### src/rtl/fuzzy_pkg.sv
// Shared types, constants and index helpers for the interval type-2
// fuzzy rule-evaluation datapath.
package fuzzy_pkg;

    typedef enum logic [1:0] {
        IDLE = 2'd0,
        EVAL = 2'd1,
        DONE = 2'd2
    } state_t;

    localparam logic TNORM_MIN  = 1'b0;
    localparam logic TNORM_PROD = 1'b1;

    // Ceiling log2, used only to size ports and counters at elaboration.
    function automatic int clog2(input int value);
        int res;
        res = 0;
        while ((1 << res) < value) res++;
        return res;
    endfunction

    // LSB position of membership grade 'set_idx' inside a packed grade vector.
    function automatic int grade_lo(input int set_idx, input int data_w);
        return set_idx * data_w;
    endfunction

    // LSB position of the consequent of rule 'rule' inside the packed rule map.
    function automatic int cons_lo(input int rule, input int cons_w);
        return rule * cons_w;
    endfunction

endpackage

### src/rtl/it2_tnorm.sv
// Combinational t-norm: min(a,b) or truncated fixed-point product
// (a*b) >> DATA_W, selected by mode.
module it2_tnorm
    import fuzzy_pkg::*;
#(
    parameter int DATA_W = 8
) (
    input  logic [DATA_W-1:0] a,
    input  logic [DATA_W-1:0] b,
    input  logic              mode,
    output logic [DATA_W-1:0] y
);

    logic [2*DATA_W-1:0] prod;

    // Select the requested t-norm; the product keeps its upper half so 1.0 is
    // represented by 2^DATA_W and full-scale inputs give slightly under 1.
    always_comb begin
        // NOTE: combinational blocks use blocking '=' and assign every output on
        // every path (here: prod first, y in both branches) so no latch is inferred.
        prod = {{DATA_W{1'b0}}, a} * {{DATA_W{1'b0}}, b};
        if (mode == TNORM_PROD) begin
            y = prod[2*DATA_W-1 -: DATA_W];
        end else begin
            y = (a < b) ? a : b;
        end
    end

endmodule

### src/rtl/it2_rule_engine.sv
// Interval type-2 rule evaluation engine: evaluates all N_SETS^2 rules one
// per clock on captured grades, aggregates per-consequent upper/lower firing
// strengths by max and publishes them atomically with a done pulse.
module it2_rule_engine
    import fuzzy_pkg::*;
#(
    parameter  int DATA_W = 8,
    parameter  int N_SETS = 3,
    parameter  int N_OUT  = 3,
    localparam int N_R    = N_SETS * N_SETS,
    localparam int CONS_W = clog2(N_OUT + 1),
    localparam int RI_W   = (clog2(N_R) > 0) ? clog2(N_R) : 1,
    localparam int FC_W   = clog2(N_R + 1)
) (
    input  logic                     clk_0,
    input  logic                     Srst,
    input  logic                     start,
    input  logic                     tnorm_prod,
    input  logic [N_SETS*DATA_W-1:0] mu1_up,
    input  logic [N_SETS*DATA_W-1:0] mu1_low,
    input  logic [N_SETS*DATA_W-1:0] mu2_up,
    input  logic [N_SETS*DATA_W-1:0] mu2_low,
    input  logic [N_R*CONS_W-1:0]    rule_map,
    output logic                     busy,
    output logic                     done,
    output logic [N_OUT*DATA_W-1:0]  out_up,
    output logic [N_OUT*DATA_W-1:0]  out_low,
    output logic [RI_W-1:0]          rule_idx,
    output logic [FC_W-1:0]          fired_cnt,
    output logic                     fou_err
);

    localparam int SET_W = (clog2(N_SETS) > 0) ? clog2(N_SETS) : 1;

    state_t state, state_nxt;
    logic   load, step, last_rule;

    // Captured operands: the input ports are free to change once a run starts.
    logic [DATA_W-1:0] m1_up_q  [N_SETS];
    logic [DATA_W-1:0] m1_low_q [N_SETS];
    logic [DATA_W-1:0] m2_up_q  [N_SETS];
    logic [DATA_W-1:0] m2_low_q [N_SETS];
    logic [CONS_W-1:0] cons_q   [N_R];
    logic              tnorm_q;

    logic [SET_W-1:0]  i_idx, j_idx;
    logic [DATA_W-1:0] acc_up      [N_OUT];
    logic [DATA_W-1:0] acc_low     [N_OUT];
    logic [DATA_W-1:0] acc_up_nxt  [N_OUT];
    logic [DATA_W-1:0] acc_low_nxt [N_OUT];
    logic [DATA_W-1:0] res_up      [N_OUT];
    logic [DATA_W-1:0] res_low     [N_OUT];

    logic [DATA_W-1:0] f_up, f_low;
    logic [CONS_W-1:0] cur_cons;
    logic              rule_active;
    logic              fou_viol;

    function automatic logic [DATA_W-1:0] clamp_low(input logic [DATA_W-1:0] lo,
                                                    input logic [DATA_W-1:0] up);
        return (lo > up) ? up : lo;
    endfunction

    // State register.
    always_ff @(posedge clk_0) begin
        // NOTE: clocked state uses non-blocking '<=' so every register samples
        // pre-edge values regardless of block ordering.
        if (Srst) state <= IDLE;
        else      state <= state_nxt;
    end

    // Next-state logic and handshake decode; start is honoured only in IDLE/DONE.
    always_comb begin
        state_nxt = state;
        load      = 1'b0;
        step      = 1'b0;
        busy      = 1'b0;
        done      = 1'b0;
        last_rule = (rule_idx == RI_W'(N_R - 1));
        case (state)
            IDLE: begin
                if (start) begin
                    load      = 1'b1;
                    state_nxt = EVAL;
                end
            end
            EVAL: begin
                busy = 1'b1;
                step = 1'b1;
                if (last_rule) state_nxt = DONE;
            end
            DONE: begin
                done      = 1'b1;
                load      = start;
                state_nxt = start ? EVAL : IDLE;
            end
            default: state_nxt = IDLE;
        endcase
    end

    // Footprint-of-uncertainty check on the grades about to be captured.
    always_comb begin
        fou_viol = 1'b0;
        for (int s = 0; s < N_SETS; s++) begin
            if (mu1_low[grade_lo(s, DATA_W) +: DATA_W] > mu1_up[grade_lo(s, DATA_W) +: DATA_W])
                fou_viol = 1'b1;
            if (mu2_low[grade_lo(s, DATA_W) +: DATA_W] > mu2_up[grade_lo(s, DATA_W) +: DATA_W])
                fou_viol = 1'b1;
        end
    end

    // Operand capture at an accepted start; lower grades are stored pre-clamped.
    always_ff @(posedge clk_0) begin
        // NOTE: operand storage has no reset; it is always written by a start
        // before the evaluation that reads it, so reset adds nothing but cost.
        if (load) begin
            tnorm_q <= tnorm_prod;
            for (int s = 0; s < N_SETS; s++) begin
                m1_up_q[s]  <= mu1_up[grade_lo(s, DATA_W) +: DATA_W];
                m2_up_q[s]  <= mu2_up[grade_lo(s, DATA_W) +: DATA_W];
                m1_low_q[s] <= clamp_low(mu1_low[grade_lo(s, DATA_W) +: DATA_W],
                                         mu1_up[grade_lo(s, DATA_W) +: DATA_W]);
                m2_low_q[s] <= clamp_low(mu2_low[grade_lo(s, DATA_W) +: DATA_W],
                                         mu2_up[grade_lo(s, DATA_W) +: DATA_W]);
            end
            for (int r = 0; r < N_R; r++) begin
                cons_q[r] <= rule_map[cons_lo(r, CONS_W) +: CONS_W];
            end
        end
    end

    it2_tnorm #(.DATA_W(DATA_W)) u_tnorm_up (
        .a    (m1_up_q[i_idx]),
        .b    (m2_up_q[j_idx]),
        .mode (tnorm_q),
        .y    (f_up)
    );

    it2_tnorm #(.DATA_W(DATA_W)) u_tnorm_low (
        .a    (m1_low_q[i_idx]),
        .b    (m2_low_q[j_idx]),
        .mode (tnorm_q),
        .y    (f_low)
    );

    // Current rule's activity and the max-aggregated accumulator candidates.
    always_comb begin
        cur_cons    = cons_q[rule_idx];
        rule_active = (m1_up_q[i_idx] != '0) && (m2_up_q[j_idx] != '0) &&
                      (cur_cons < CONS_W'(N_OUT));
        for (int k = 0; k < N_OUT; k++) begin
            acc_up_nxt[k]  = acc_up[k];
            acc_low_nxt[k] = acc_low[k];
            if (rule_active && (cur_cons == CONS_W'(k))) begin
                if (f_up  > acc_up[k])  acc_up_nxt[k]  = f_up;
                if (f_low > acc_low[k]) acc_low_nxt[k] = f_low;
            end
        end
    end

    // Rule sequencing, accumulation and atomic publication on the final rule.
    always_ff @(posedge clk_0) begin
        if (Srst) begin
            for (int k = 0; k < N_OUT; k++) begin
                acc_up[k]  <= '0;
                acc_low[k] <= '0;
                res_up[k]  <= '0;
                res_low[k] <= '0;
            end
            rule_idx  <= '0;
            i_idx     <= '0;
            j_idx     <= '0;
            fired_cnt <= '0;
            fou_err   <= 1'b0;
        end else if (load) begin
            for (int k = 0; k < N_OUT; k++) begin
                acc_up[k]  <= '0;
                acc_low[k] <= '0;
            end
            rule_idx  <= '0;
            i_idx     <= '0;
            j_idx     <= '0;
            fired_cnt <= '0;
            fou_err   <= fou_viol;
        end else if (step) begin
            acc_up  <= acc_up_nxt;
            acc_low <= acc_low_nxt;
            if (rule_active) fired_cnt <= fired_cnt + FC_W'(1);
            if (last_rule) begin
                res_up  <= acc_up_nxt;
                res_low <= acc_low_nxt;
            end else begin
                rule_idx <= rule_idx + RI_W'(1);
                if (j_idx == SET_W'(N_SETS - 1)) begin
                    j_idx <= '0;
                    i_idx <= i_idx + SET_W'(1);
                end else begin
                    j_idx <= j_idx + SET_W'(1);
                end
            end
        end
    end

    for (genvar g = 0; g < N_OUT; g++) begin : g_pack
        assign out_up[g*DATA_W +: DATA_W]  = res_up[g];
        assign out_low[g*DATA_W +: DATA_W] = res_low[g];
    end

endmodule
### config.mk
export PLATFORM = sky130hd
export DESIGN_NAME = it2_rule_engine
export DESIGN_NICKNAME = d
export VERILOG_FILES = /design/src/rtl/fuzzy_pkg.sv /design/src/rtl/it2_tnorm.sv /design/src/rtl/it2_rule_engine.sv
export SDC_FILE = /design/constraint.sdc
export NUM_CORES = 1
export LEC_CHECK = 0
export ABC_AREA = 1
export CORE_MARGIN = 4
export CORE_UTILIZATION = 30
export DETAILED_ROUTE_END_ITERATION = 10
export PLACE_DENSITY = 0.54
export RECOVER_POWER = 25
export SYNTH_ARGS = -nofsm -noshare
export SYNTH_HDL_FRONTEND = slang
export SYNTH_SLANG_ARGS = --single-unit
### constraint.sdc
create_clock -name clk_0 -period 6.4 [get_ports clk_0]
set_input_delay 1.28 -clock clk_0 [delete_from_list [all_inputs] [get_ports clk_0]]
set_output_delay 1.28 -clock clk_0 [all_outputs]
set_load 0.01 [all_outputs]
# [Word level (Yosys, flattened, before mapping)]
# Memories as Yosys holds them, arrays and structs flattened. A register that Yosys moved wholly into a read port is not among the register bits.
# Index checks and enable logic that the tools add are counted.
[word_totals] ff_bits=112 ramBits=114 output_inout_bits=59 word_cells=119 memories=5
[classes] add_sub_neg=4 multipliers=2 order_cmp=15 n_eq_ne=8 n_mux=49 bitwise_logic=2 reduce_logical=15
[memory_table] memory="m1_low_q" depth=3 width=8 rd=1 rd_ports_with_merged_regs=1 wr=3 line_no="it2_rule_engine.sv:40" source="logic [DATA_W-1:0] m1_low_q [N_SETS];"
[memory_table] memory="m1_up_q" depth=3 width=8 rd=1 rd_ports_with_merged_regs=1 wr=3 line_no="it2_rule_engine.sv:39" source="logic [DATA_W-1:0] m1_up_q [N_SETS];"
[memory_table] memory="m2_low_q" depth=3 width=8 rd=1 rd_ports_with_merged_regs=1 wr=3 line_no="it2_rule_engine.sv:42" source="logic [DATA_W-1:0] m2_low_q [N_SETS];"
[memory_table] memory="m2_up_q" depth=3 width=8 rd=1 rd_ports_with_merged_regs=1 wr=3 line_no="it2_rule_engine.sv:41" source="logic [DATA_W-1:0] m2_up_q [N_SETS];"
[memory_table] memory="cons_q" depth=9 width=2 rd=1 rd_ports_with_merged_regs=1 wr=9 line_no="it2_rule_engine.sv:43" source="logic [CONS_W-1:0] cons_q [N_R];"
[ops] cell="two-way mux 8 bit" count=22
[ops] cell="greater-than comparator 8 bit" count=12
[ops] cell="multiplier 8 x 8 -> 16 bit" count=2
[ops] cell="two-way mux 2 bit" count=11
[ops] cell="less-than comparator 8 bit" count=2
[ops] cell="nonzero test 8 bit" count=2
[ops] cell="two-way mux 1 bit" count=12
[ops] cell="adder 4 x 1 -> 4 bit, second input constant" count=2
[ops] cell="two-way mux 4 bit" count=2
[ops] cell="== test 2 bit, second input constant" count=3
[ops] cell="case mux 2 bit (3 select lines)" count=1
[ops] cell="AND reduction 2 bit" count=3
[ops] cell="AND reduction 3 bit" count=2
[ops] cell="logical AND 1 bit" count=5
[ops] cell="adder 2 x 1 -> 2 bit, second input constant" count=2
[ops] cell="== test 2 x 1 -> 1 bit, second input constant" count=2
[ops] cell="== test 4 bit, second input constant" count=1
[ops] cell="zero test 2 bit" count=2
[ops] cell="!= test 2 bit, second input constant" count=2
[ops] cell="less-than comparator 2 bit, second input constant" count=1
[ops] cell="inverter 1 bit" count=2
[ops] cell="case mux 1 bit (2 select lines)" count=1
[ops] cell="OR reduction 2 bit" count=1

# [Depth between registers and ports, before layout]
# Gate-level depths: netlist (run 1).
[depth] depth_word=7 ltp_mapped=37

# [By module]
# From an unflattened synthesis (run 1), not the netlist that was laid out.
[unflattened] hier_cells=2568 hier_area_um2=18744.2
[modules_own_cells] mod="it2_rule_engine" instances=1 cells_each=1766 area_each_um2=13356.6 seq_area_each_um2=5835.6
[modules_own_cells] mod="it2_tnorm (u_tnorm_up)" instances=1 cells_each=401 area_each_um2=2697.6 seq_area_each_um2=0.0
[modules_own_cells] mod="it2_tnorm (u_tnorm_low)" instances=1 cells_each=401 area_each_um2=2690.1 seq_area_each_um2=0.0

# [Worst setup path before layout (run 1)]
# No wires, ideal clock.
[synth_timing] kind="reg-to-reg" from="register with a tool-made name" to="register acc_low[19] (netlist name)" setup_time_ps=109 arrival_time_ps=6281 required_ps=6291 setup_slack_ps=10 path_stages_with_launch=33 n_path_buf=2 period_less_slack_ps=6390 path_cell_list="dfxtp_1 > inv_1 > buf_2 > buf_1 > o211ai_1 > o21ai_0 > inv_1 > nor2_1 > fa_1 > fa_1 > fa_1 > inv_1 > fa_1 > inv_1 > ha_1 > a21o_1 > a31oi_1 > nor2_1 > a211oi_1 > nand2_1 > nand2_1 > nand3_1 > and2_1 > ha_1 > nand2_1 > nor2_1 > nand3_1 > o21ai_0 > nor2_8 > nand3_1 > nand3_1 > nand2_1 > inv_1"
[synth_lines] element="to (signal assigned)" line_no="it2_rule_engine.sv:187" source="acc_low <= acc_low_nxt;"
[synth_lines] element="to (decl)" line_no="it2_rule_engine.sv:48" source="logic [DATA_W-1:0] acc_low [N_OUT];"

==> results.sh, run 1 <==
export IMPL_outcome="finished clean"
export IMPL_vias_per_cell=4.65
export IMPL_postSynthCellCount=2236
export IMPL_seq_area_frac_synth_pct=33.2
export IMPL_cts_root_buffer="clkbuf_16"
export IMPL_max_freq_mhz=158
export IMPL_ir_worst_vdd_v=0.000259
export IMPL_clock_sinks=234
export IMPL_drive_gt1_share_pct=19.7
export IMPL_coreArea_um2=57800
export IMPL_cp_arrival_ns=6.77
export IMPL_clkLatencyLatePin_ns=0.56
export IMPL_cp_start_kind="register"
export IMPL_synth_distinct_cells=46
export IMPL_pin_count=177
export IMPL_cts_tree="built"
export IMPL_htreeDepth=1
export IMPL_cts_inserted_buffers=28
export IMPL_p_total_mw=8.48
export IMPL_ys_top_cells_by_area="edfxtp_1, ha_1, dfxtp_1, inv_1, fa_1"
export IMPL_syn_avg_cell_area_um2=7.85
export IMPL_antenna_found_initial=1
export IMPL_final_antenna_net_count=0
export IMPL_dieArea_um2=62500
export IMPL_io_buffers=176
export IMPL_slew_limit_headroom_pct=22.8
export IMPL_yosys_area_top_type_share_pct=19.7
export IMPL_crit_fanout=8
export IMPL_synthesis_area_um2=17600
export IMPL_slowest_stage="fa_1"
export IMPL_hold_viol_final=0
export IMPL_dp_slack_ns=-0.432
export IMPL_hpwl_um=41200
export IMPL_maxCapViolCount=0
export IMPL_nNetsFinal=2957
export IMPL_synthToLayoutAreaGrowth_pct=33.5
export IMPL_endpoint_kind="register"
export IMPL_fin_skew_ns=0.0109
export IMPL_period_share_pct=98.6
export IMPL_overflow=0
export IMPL_synth_top_cell_by_area="edfxtp_1"
export IMPL_route_vias_total=15620
export IMPL_p_leak_nw=10.8
export IMPL_period_minus_slack_ns=6.31
export IMPL_rsz0062_at_grt="yes"
export IMPL_fp_dieW_um=250
export IMPL_clk_pin_slew_ns=0.06
export IMPL_drc=0
export IMPL_crit_buf_inv=9
export IMPL_hold_ws_ns=0.496
export IMPL_cp_slowest_stage_delay_ns=0.55
export IMPL_ys_warn_count=0
export IMPL_ys_seq_elements=234
export IMPL_slew_viol_final=0
export IMPL_initial_core_util_pct=30.4
export IMPL_worst_pin_slew_ns=1.15
export IMPL_tns_ns=0
export IMPL_syn_nets=2617
export IMPL_async_reset_ff_share_pct=0
export IMPL_die_y_um=250
export IMPL_power_density_nw_per_um2=362
export IMPL_grt_max_degree=63
export IMPL_setup_slack_ns=0.0872
export IMPL_cp_required_ns=6.86
export IMPL_criticalPathCategory="reg -> reg"
export IMPL_synth_main_ff_cell="dfxtp_1"
export IMPL_hp_class="reg -> reg"
export IMPL_fp_row_count=88
export IMPL_drt_iter0_markers=1032
export IMPL_gp_congestion=0.906
export IMPL_routedWlPerCell_um=15.5
export IMPL_grt_use_total_pct=16.2
export IMPL_routed_wl_um=52200
export IMPL_clockBufferDepth=3
export IMPL_setup_viol=0
export IMPL_r2r_setup_slack_ns=0.09
export IMPL_grt_pass1_wl_um=82900
export IMPL_first_pass_iters=5
export IMPL_grt_pass1_vias=15794
export IMPL_cp_top_family="adder cells"
export IMPL_synth_edff_count=115
[cells in the final DEF, fill, tap and decap left out, drive strengths merged, types with 4 or more instances in the layout]
cell type,count
inv,412
nand2,395
nor2,270
nand3,227
ha,193
buf,188
a21oi,128
dfxtp,119
edfxtp,115
o21ai,109
clkdlybuf4s50,107
fa,70
dlygate4sd3,68
o211ai,32
clkbuf,30
or2,28
clkinv,20
nand4,14
o21a,14
and2,11
nor3,10
o21bai,5
a21o,5
a211oi,5
a31oi,4
xnor2,4
o221ai,4
[worst register-to-register path: cells and delay by family, from the launching register on]
family	cells	cell delay, ns
buffers and inverters	9	0.89
and+or+nand+nor	10	1.17
adders and majority gates	6	2.59
DFF	1	0.37
AOI/OAI and AO/OA	10	1.19
[final cells by class]
class	count	area [um^2]
multi-input combinational	1535	10900
sequential	234	5840
clock inverter	20	120
tap	765	957
inverter	414	1620
timing repair buffer	363	3300
antenna	1	2.50
fill	5780	34400
clock buffer	30	729
[stage by stage]
stage | util, % | std cells | instance area, um^2
after floorplan | - | 2236 | 17600
after global placement | 36.8 | 3274 | 21300
after detailed placement | 36.8 | 3274 | 21300
after CTS | 38.5 | 3330 | 22200
after global routing | 40.5 | 3361 | 23400
final | 40.5 | 3362 | 23400
[metal layers]
layer  wire [um]  part of all wire, %  vias to the layer above  GRT usage (%)
li1            -                    -                     7940              -
met1       24100                   46                     7303           21.6
met2       24700                   47                      303           27.6
met3        2150                  4.1                       74           2.13
met4        1210                  2.3                        0           4.42
met5           0                    0                        -              0
[flip-flops by register name, summed over array words and instances (netlist names), 2 cells and up, named ones only]
| register | cells |
|---|---|
| cons_q | 18 |
| acc_up | 24 |
| m1_low_q | 24 |
| m1_up_q | 24 |
| m2_low_q | 24 |
| out_low | 24 |
| out_up | 24 |
| i_idx | 2 |
| acc_low | 24 |
| j_idx | 2 |
| state | 2 |
| fired_cnt | 4 |
| rule_idx | 4 |
| m2_up_q | 24 |
[cell families after synthesis]
family / Yosys count / share of synthesized area, %
flip-flops: 234 / 33.2
AND/OR/NAND/NOR: 953 / 24.1
adder cells (fa/ha/maj): 263 / 21.7
XOR/XNOR: 6 / 0.299
buffers and inverters: 471 / 10.5
AO/OA/AOI/OAI: 309 / 10.1
[Yosys cell counts (15+ instances only)]
library cell,instances
nand2_1,360
o211ai_1,31
nand2_2,35
o21ai_1,15
fa_1,70
clkbuf_1,31
a21oi_1,128
or2_2,22
nor2_1,260
inv_1,395
dfxtp_1,119
nand3_1,223
edfxtp_1,115
ha_1,193
o21ai_0,92
[report_power, final]
part	internal [mW]	total [mW]	leakage [nW]	switching (mW)
clock network	0.825	1.47	0.416	0.647
registers	1.67	1.71	2.07	0.0414
logic	2.33	5.30	8.33	2.97
total	4.82	8.48	10.8	3.66
[repair_timing]
action / 4_1_cts / 5_1_grt
gates resized for setup: 47 / 239
setup endpoints to repair: 96 / 96
setup buffers: 4 / 31
hold buffers: 0 / 0
pin swaps: 4 / 104
gates cloned: 2 / 2
[worst paths after layout]
kind / cells after the start / end / startpoint
worst max-delay path: 35 / acc_low[20] / register
worst min-delay path: 2 / fired_cnt[3] / fired_cnt[3]
worst max register to register: 35 / acc_low[20] / register
worst min register to register: 2 / fired_cnt[3] / fired_cnt[3]
Power figures use the tool's default switching activity.
==> inputs of run 2 (changes only) <==
CAP_MARGIN = 10   (was default)
==> run 2 against run 1 <==
- clock power about the same
- via count about the same
- die area unchanged
- utilization about the same
- clock skew about the same
- total power about the same
- register-to-register slack about the same
- first-iteration DRC count down 9.3%
- hold slack about the same
- non-clock buffer count up 1
- routed wire length down 0.15%
- critical path type unchanged
- largest power group unchanged
==> results.sh, run 2 (same netlist as run 1, synthesis figures left out) <==
export IMPL_outcome="finished clean"
export IMPL_dp_slack_ns=-0.432
export IMPL_cp_required_ns=6.85
export IMPL_grt_pass1_wl_um=82900
export IMPL_fp_dieW_um=250
export IMPL_cts_tree="built"
export IMPL_clk_pin_slew_ns=0.06
export IMPL_criticalPathCategory="reg -> reg"
export IMPL_fin_skew_ns=0.0112
export IMPL_worstRegToRegCells=35
export IMPL_worst_pin_slew_ns=1.10
export IMPL_slowest_stage="fa_1"
export IMPL_tns_ns=0
export IMPL_grt_use_total_pct=16.2
export IMPL_hold_viol_final=0
export IMPL_antenna_found_initial=1
export IMPL_cts_root_buffer="clkbuf_16"
export IMPL_routed_wl_um=52200
export IMPL_period_share_pct=98.7
export IMPL_drc=0
export IMPL_r2r_setup_slack_ns=0.09
export IMPL_grt_max_degree=63
export IMPL_dieArea_um2=62500
export IMPL_hp_class="reg -> reg"
export IMPL_period_minus_slack_ns=6.31
export IMPL_rsz0062_at_grt="yes"
export IMPL_p_leak_nw=10.8
export IMPL_endpoint_kind="register"
export IMPL_clockBufferDepth=3
export IMPL_htreeDepth=1
export IMPL_initial_core_util_pct=30.4
export IMPL_synthToLayoutAreaGrowth_pct=33.6
export IMPL_pin_count=177
export IMPL_drive_gt1_share_pct=19.8
export IMPL_grt_pass1_vias=15794
export IMPL_cts_inserted_buffers=28
export IMPL_route_vias_total=15626
export IMPL_maxCapViolCount=0
export IMPL_p_total_mw=8.48
export IMPL_first_pass_iters=5
export IMPL_vias_per_cell=4.65
export IMPL_coreArea_um2=57800
export IMPL_setup_viol=0
export IMPL_final_cell_mix="inv_1, nand2_1, nor2_1, nand3_1, ha_1"
export IMPL_fp_row_count=88
export IMPL_overflow=0
export IMPL_cp_start_kind="register"
export IMPL_slew_limit_headroom_pct=26.9
export IMPL_slew_viol_final=0
export IMPL_max_freq_mhz=158
export IMPL_gp_congestion=0.906
export IMPL_final_antenna_net_count=0
export IMPL_cp_slowest_stage_delay_ns=0.55
export IMPL_routedWlPerCell_um=15.5
export IMPL_hpwl_um=41200
export IMPL_ir_worst_vdd_v=0.000260
export IMPL_crit_fanout=8
export IMPL_power_density_nw_per_um2=362
export IMPL_die_y_um=250
export IMPL_drt_iter0_markers=936
export IMPL_io_buffers=176
export IMPL_clock_sinks=234
export IMPL_cp_arrival_ns=6.76
export IMPL_dpl_cell_area_um2=21300
export IMPL_r2r_end="acc_low[19]"
export IMPL_final_area_um2=23500
export IMPL_fillers=5780
export IMPL_clkLatencyLatePin_ns=0.56
export IMPL_crit_path_end="acc_low[19]"
export IMPL_nNetsFinal=2958
export IMPL_setup_slack_ns=0.0862
export IMPL_layout_commonest_cell="inv_1"
[run 2: worst min-delay path by stage]
stage / depth (start not counted) / startpoint / to
floorplan: 1 / i_idx[1] / register
global placement: 1 / i_idx[1] / i_idx[1]
detailed placement: 1 / i_idx[1] / i_idx[1]
CTS: 2 / fired_cnt[3] / fired_cnt[3]
global route: 2 / fired_cnt[3] / fired_cnt[3]
finish: 2 / fired_cnt[3] / fired_cnt[3]
[run 2: worst max-delay path: cells and delay by family, from the launching register on]
family          cells  cell delay [ns]
buf+inv             9             0.88
fa+ha+maj           6             2.59
flops               1             0.37
simple gates       10             1.15
compound gates     10             1.18
[run 2: through the flow]
| stage | utilization (%) | std cells | hold WS, ns |
|---|---|---|---|
| 2_1_floorplan | - | 2236 | 0.457 |
| 3_3_place_gp | 36.8 | 3274 | 0.468 |
| 5_1_grt | 40.6 | 3362 | 0.527 |
| 6_report | 40.6 | 3363 | 0.496 |
| 4_1_cts | 38.5 | 3330 | 0.503 |
| 3_5_place_dp | 36.8 | 3274 | 0.490 |
[run 2: layer usage]
layer / routed length, um / part of all wire [%] / GRT usage [%] / vias up
met3: 2310 / 4.4 / 2.13 / 78
met5: 0 / 0 / 0 / -
met1: 23900 / 46 / 21.6 / 7274
met4: 1260 / 2.4 / 4.42 / 0
li1: - / - / - / 7936
met2: 24700 / 47 / 27.6 / 338
[run 2: what timing repair did]
action,4_1_cts,5_1_grt
setup endpoints to repair,96,96
gates cloned,2,2
hold buffers,0,0
gates resized for setup,47,239
pin swaps,4,104
hold endpoints to repair,0,0
buffers inserted,4,31
[run 2: area by class of cell]
class	instances	area (um^2)	area share (%)
tap	765	957	4.08
timing repair buffer	364	3310	14.1
antenna	1	2.50	0.0107
inverter	414	1620	6.89
multi-input combinational	1535	10900	46.4
sequential	234	5840	24.9
clock inverter	20	120	0.512
clock buffer	30	729	3.11
[run 2: power by group]
group	total [mW]	switching (mW)	internal, mW
sequential	1.71	0.0414	1.67
combinational	5.29	2.97	2.33
clock	1.47	0.647	0.824
